### src/rtl/mem_copy_engine.sv
// mem_copy_engine: byte-at-a-time block copy between two regions of a byte-wide memory,
// accumulating a mod-2^DATA_W checksum of the bytes moved.
module mem_copy_engine #(
  parameter int ADDR_W = 8,
  parameter int DATA_W = 8
) (
  input  logic              clk,
  input  logic              rst,
  input  logic              start,
  input  logic [ADDR_W-1:0] src_base,
  input  logic [ADDR_W-1:0] dst_base,
  input  logic [ADDR_W-1:0] length,
  output logic              busy,
  output logic              done,
  output logic [DATA_W-1:0] sum,
  output logic [ADDR_W-1:0] Address,
  output logic [DATA_W-1:0] WriteData,
  output logic              MemRead,
  output logic              MemWrite,
  input  logic [DATA_W-1:0] ReadData
);
  typedef enum logic [1:0] {IDLE, READ, WRITE, DONE} state_t;
  state_t state, state_nx;
  logic [ADDR_W-1:0] src_ptr, dst_ptr, remaining;
  logic [DATA_W-1:0] latch;
  always_ff @(posedge clk or negedge rst)
    if (!rst) state <= IDLE;
    else state <= state_nx;
  always_comb begin
    state_nx = state;
    case (state)
      IDLE:    if (start) state_nx = (length == '0) ? DONE : READ;
      READ:    state_nx = WRITE;
      WRITE:   state_nx = (remaining == ADDR_W'(1)) ? DONE : READ;
      default: state_nx = IDLE;
    endcase
  end
  always_ff @(posedge clk or negedge rst)
    if (!rst) begin
      src_ptr   <= '0;
      dst_ptr   <= '0;
      remaining <= '0;
      latch     <= '0;
      sum       <= '0;
    end else begin
      case (state)
        IDLE: if (start) begin
          src_ptr   <= src_base;
          dst_ptr   <= dst_base;
          remaining <= length;
          sum       <= '0;
        end
        READ: begin
          latch   <= ReadData;
          sum     <= sum + ReadData;
          src_ptr <= src_ptr + ADDR_W'(1);
        end
        WRITE: begin
          dst_ptr   <= dst_ptr + ADDR_W'(1);
          remaining <= remaining - ADDR_W'(1);
        end
        default: ;
      endcase
    end
  // Bus outputs decode straight from state so an async reset drops them at once.
  assign busy      = (state == READ) || (state == WRITE);
  assign done      = state == DONE;
  assign MemRead   = state == READ;
  assign MemWrite  = state == WRITE;
  assign Address   = (state == READ) ? src_ptr : (state == WRITE) ? dst_ptr : '0;
  assign WriteData = (state == WRITE) ? latch : '0;
endmodule
### config.mk
export PLATFORM = sky130hd
export DESIGN_NAME = mem_copy_engine
export DESIGN_NICKNAME = d
export VERILOG_FILES = /design/src/rtl/mem_copy_engine.sv
export SDC_FILE = /design/constraint.sdc
export NUM_CORES = 1
export LEC_CHECK = 0
export BUFFER_PORTS_ARGS = -buffer_cell sky130_fd_sc_hd__buf_2
export CORE_ASPECT_RATIO = 0.9
export CORE_MARGIN = 3
export CORE_UTILIZATION = 40
export CTS_BUF_LIST = sky130_fd_sc_hd__clkbuf_8
export DETAILED_ROUTE_END_ITERATION = 16
export PLACE_DENSITY = 0.58
export SYNTH_ARGS = -nofsm -noshare
export SYNTH_HDL_FRONTEND = slang
export SYNTH_SLANG_ARGS = --single-unit
### constraint.sdc
create_clock -name clk -period 4.4 [get_ports clk]
set_input_delay 0 -clock clk [delete_from_list [all_inputs] [get_ports clk]]
set_output_delay 0 -clock clk [all_outputs]
set_load 0.005 [all_outputs]
# ---- After elaboration in Yosys (flattened, before gate mapping)
# Cells that the tools add are included.
dict set report totals {
  reg_bits 42
  in_bits 35
  output_inout_bits 28
}
dict set report classes {
  n_eq_ne 5
  n_reduce_logical 7
  add_sub_neg 4
  mux 15
}
# op count
set op_table {}
lappend op_table {{$pmux W8 S2} 4}
lappend op_table {{$mux W8} 7}
lappend op_table {{$add A8 B1 Y8 const B} 2}
lappend op_table {{$add A8 B8 Y8} 1}
lappend op_table {{$eq A8 B1 Y1 const B} 1}
lappend op_table {{$logic_not A8 Y1} 1}
lappend op_table {{$sub A8 B1 Y8 const B} 1}
lappend op_table {{$mux W2} 3}
lappend op_table {{$pmux W2 S3} 1}
lappend op_table {{$eq A2 B2 Y1 const B} 2}
lappend op_table {{$reduce_and A2 Y1} 2}
lappend op_table {{$reduce_bool A2 Y1} 2}
lappend op_table {{$eq A2 B1 Y1 const B} 1}
lappend op_table {{$logic_not A2 Y1} 1}
lappend op_table {{$ne A2 B2 Y1 const B} 1}
lappend op_table {{$logic_or A1 B1 Y1} 1}

# ---- Depth between registers and ports, before layout
dict set report depth {
  word_depth 4
  depth_mapped 9
  depth_no_buf 8
}

# ---- Worst setup path before layout
# Ideal clock, no wire load.
dict set report synth_path {
  path_kind {reg-to-reg}
  start {reg sum[0]}
  end {reg sum[6]}
  arrival_time_ps 1814
  path_stages_with_launch 9
  t_required_ps 4271
  setup_slack_ps 2457
  cell_sequence {dfrtp_1 -> ha_1 -> fa_1 -> a21o_1 -> a21oi_1 -> o21bai_1 -> a21oi_1 -> xor2_1 -> o21ai_0}
}
dict set report synth_via {
  elab_chain_cells 2
}
# item line
set synth_lines {}
lappend synth_lines {{from (decl)} 15} ;# output logic [DATA_W-1:0] sum,
lappend synth_lines {{from (signal assigned)} 55} ;# sum <= sum + ReadData;
lappend synth_lines {{$add A8 B8 Y8} 55}
lappend synth_lines {{$pmux W8 S2} 46} ;# case (state)
# No other way between the ends.
# A chain may end at the register's enable or synchronous reset.

# ---- Final worst setup path
dict set report layout_path {
  start {reg state[0]}
  end {reg remaining[6]}
}
dict set report layout_via {
  elab_chain_cells 3
  elab_cells_between_ends 6
  classes_between {2 x eq/ne; 1 x mux; 3 x reduce/logical}
}
# item line
set layout_lines {}
lappend layout_lines {{from (decl)} 23} ;# state_t state, state_nx;
lappend layout_lines {{from (signal assigned)} 28} ;# else state <= state_nx;
lappend layout_lines {{$eq A2 B2 Y1 or $logic_not A2 Y1 (tied branches)} 46}
lappend layout_lines {{$reduce_bool A2 Y1 (no line) or $ne A2 B2 Y1 (tied branches)} --}
lappend layout_lines {{$reduce_and A2 Y1 (no line)} --}
lappend layout_lines {{to (signal assigned)} 50} ;# remaining <= length;
lappend layout_lines {{to (signal assigned)} 60} ;# remaining <= remaining - ADDR_W'(1);
lappend layout_lines {{to (decl)} 24} ;# logic [ADDR_W-1:0] src_ptr, dst_ptr, remaining;
# Parallel ways exist; a longest one is shown, timed or not.

==> impl_metrics.toml <==
[min_path]
min_from = "dst_base[1]"
worstHoldPathCells = 3
worstHoldPathType = "in -> reg"
holdPathEnd = "dst_ptr[1]"

[routing]
vias = 2506
drc = 0
first_pass_iters = 4
final_antenna_net_count = 0
wirelength_um = 6900
drt-initial-drc-count = 175
avgViaCountPerCell = 5.33
wl_per_cell_um = 14.7

[critical_path]
r2r_end = "remaining[6]"
start_kind = "register"
path_max_fanout = 32
r2r_slack_ps = 1890
endpoint_kind = "register"
cp.required_ps = 4570
crit_type = "reg -> reg"
cp.arrival_ps = 2680
timing.rr.start = "state[0]"
reg2regPathDepth = 9

[cts]
clk_latency_ps = 300
cts_made_buffers = 5
postCtsSetupRepairBufs = 0
h-tree-depth = 2
clk_pin_slew_ps = 80
cts_sinks = 42
clockBufferDepth = 2
root_buffer = "clkbuf_8"
tritoncts = "yes"

[synth]
yosys_warnings = 0
synth_cell_types = 44
syn_avg_cell_area_um2 = 8.66
yosysSeqAreaShare_pct = 39.8
syn-cell-area_um2 = 2640
syn_nets = 357
netlist_instances = 305
ys_ff_latch = 42

[sta]
fin_worst_skew_ps = 4.62
rsz0062_at_grt = "false"
fmax_ghz = 0.399
setup_tns_ps = 0
fin_crit_ps = 2510
slew_viol_final = 0
finalCritPeriodShare_pct = 57.0
tightestPinTransition_ps = 985
hold_violations = 0
max_slew_margin_pct = 34.3
setup_violations = 0

[final_layout]
area_growth_pct = 25.9
num-fill-cells = 606
fin_area_um2 = 3320
drive_gt1_share_pct = 21.7
mostFrequentLayoutCell = "buf_2"
nNetsFinal = 434
layout_common_cells = "buf_2, dfrtp_1, nand2_1"
antenna_cells = 0

[power_and_ir_drop]
combPwrFrac_pct = 51.5
power_density_nw_per_um2 = 662
vdd_drop_max_mv = 0.247
internal_power_uw = 1240
p_sw_uw = 965
seqPwrFrac_pct = 34.8
power_frac_clock_pct = 13.7
p_sw_share_pct = 43.8
leakagePower_uw = 0.00153

[floorplanning]
rows = 27
die_w_um = 91.6
core_um2 = 6250
io_pins = 63
start_util_pct = 42.2
die_h_um = 83.1
dieArea_um2 = 7610

[run_status]
status = "complete, no violations"

[global_routing]
overflow = 0
grtUsageTotal_pct = 18.6
antenna_found_initial = 0
grt_max_degree = 43
grt_pass1_wl_um = 11600
first_global_vias = 2396

[job]
maxCapViolCount = 0

[placement]
hpwlAfterDp_um = 4870
io_buffers = 62
gp_congestion = 0.815
placed_area_um2 = 3030
[synthesized netlist by cell type, drive strengths merged]
cell type | number | area [µm²]
dfrtp | 42 | 1050
nand2 | 37 | 139
o21ai | 36 | 180
a21oi | 33 | 165
nand3 | 20 | 100
o22ai | 17 | 106
ha | 16 | 200
nor2 | 13 | 48.8
clkbuf | 10 | 37.5
and2 | 8 | 50.1
inv | 8 | 30.0
mux2 | 8 | 90.1
nor3 | 8 | 40.0
mux2i | 6 | 60.1
buf | 4 | 17.5
and3 | 3 | 18.8
or2 | 3 | 18.8
xor2 | 3 | 26.3
a21o | 2 | 15.0
a22o | 2 | 17.5
a32o | 2 | 20.0
nand2b | 2 | 12.5
nor4 | 2 | 12.5
o21bai | 2 | 15.0
xnor2 | 2 | 17.5
a211oi | 1 | 7.51
a21boi | 1 | 7.51
a221oi | 1 | 8.76
a22oi | 1 | 7.51
and4b | 1 | 10.0
fa | 1 | 20.0
nand4 | 1 | 6.26
nand4b | 1 | 8.76
nor2b | 1 | 6.26
nor3b | 1 | 7.51
o211ai | 1 | 7.51
o311a | 1 | 10.0
o31ai | 1 | 12.5
o32a | 1 | 10.0
o32ai | 1 | 8.76
or4 | 1 | 11.3
[power groups by stage]
stage | clock network [µW] | logic (µW) | registers (µW)
after global placement | 0 | 1110 | 770
after CTS | 313 | 1140 | 765
after detailed placement | 0 | 1120 | 774
after floorplan | 0 | 821 | 718
after global routing | 326 | 1290 | 799
final | 301 | 1130 | 767
[logic make-up (layout without fill, tap and decap cells)]
| logic type | after synthesis | in the layout | share of synthesized area [%] |
|---|---|---|---|
| xor gates and xnor gates | 5 | 5 | 1.66 |
| AOI/OAI and AO/OA | 103 | 103 | 22.7 |
| and+or+nand+nor | 102 | 102 | 18.6 |
| buffers and inverters | 22 | 100 | 3.22 |
| DFF | 42 | 42 | 39.8 |
| muxes | 14 | 14 | 5.69 |
| adders and majority gates | 17 | 17 | 8.34 |
[critical path: stages, from the launching register on]
cell and delay, ps:
dfrtp_1 430, inv_1 100, ha_1 350, buf_4 380, inv_1 180, o21ai_1 160, buf_4 280, nand2_1 240
o22ai_1 200, a21oi_1 60
[state kept, by name (all words and copies together), names as in the netlist]
register   flops
dst_ptr        8
latch          8
remaining      8
src_ptr        8
state          2
sum            8
[routing by layer]
metal | GRT usage (%) | wire length (µm) | share of wire [%] | vias up
li1 | - | - | - | 1267
met1 | 27.3 | 3430 | 50 | 1154
met2 | 27.5 | 2990 | 43 | 78
met3 | 3.80 | 391 | 5.7 | 7
met4 | 5.34 | 80 | 1.2 | 0
met5 | 0 | 0 | 0 | -
[layout make-up]
cell class                      instances  area, µm²  share of cell area, %
Clock buffer                            5       68.8                   2.07
Clock inverter                          3       37.5                   1.13
Inverter                                8       30.0                  0.904
Multi-Input combinational cell        241       1500                   45.3
Sequential cell                        42       1050                   31.6
Tap cell                               87        109                   3.28
Timing Repair Buffer                   84        523                   15.7
[worst max path at each step]
stage,from,cells after the start,end,slack [ps]
after CTS,state[0],9,remaining[6],1920
after global routing,state[0],9,remaining[6],1700
after floorplan,sum[0],8,sum[6],2460
final,state[0],9,remaining[6],1890
after detailed placement,state[0],9,remaining[2],1920
after global placement,state[0],9,remaining[6],2030
[through the flow]
stage | hold slack (ps) | total power [µW] | utilization [%] | std cells | setup WS [ps]
2_1_floorplan | -296 | 1540 | - | 305 | 2460
3_3_place_gp | 235 | 1880 | 48.4 | 443 | 2030
3_5_place_dp | 230 | 1890 | 48.4 | 443 | 1920
4_1_cts | 4.45 | 2220 | 53.2 | 470 | 1920
5_1_grt | 19.2 | 2410 | 53.2 | 470 | 1700
6_report | 9.93 | 2200 | 53.2 | 470 | 1890
[repair_timing]
item,CTS,global route
hold endpoints to repair,60,0
resized for setup,0,0
hold buffers,19,0
(Power assumes the default switching activity.)
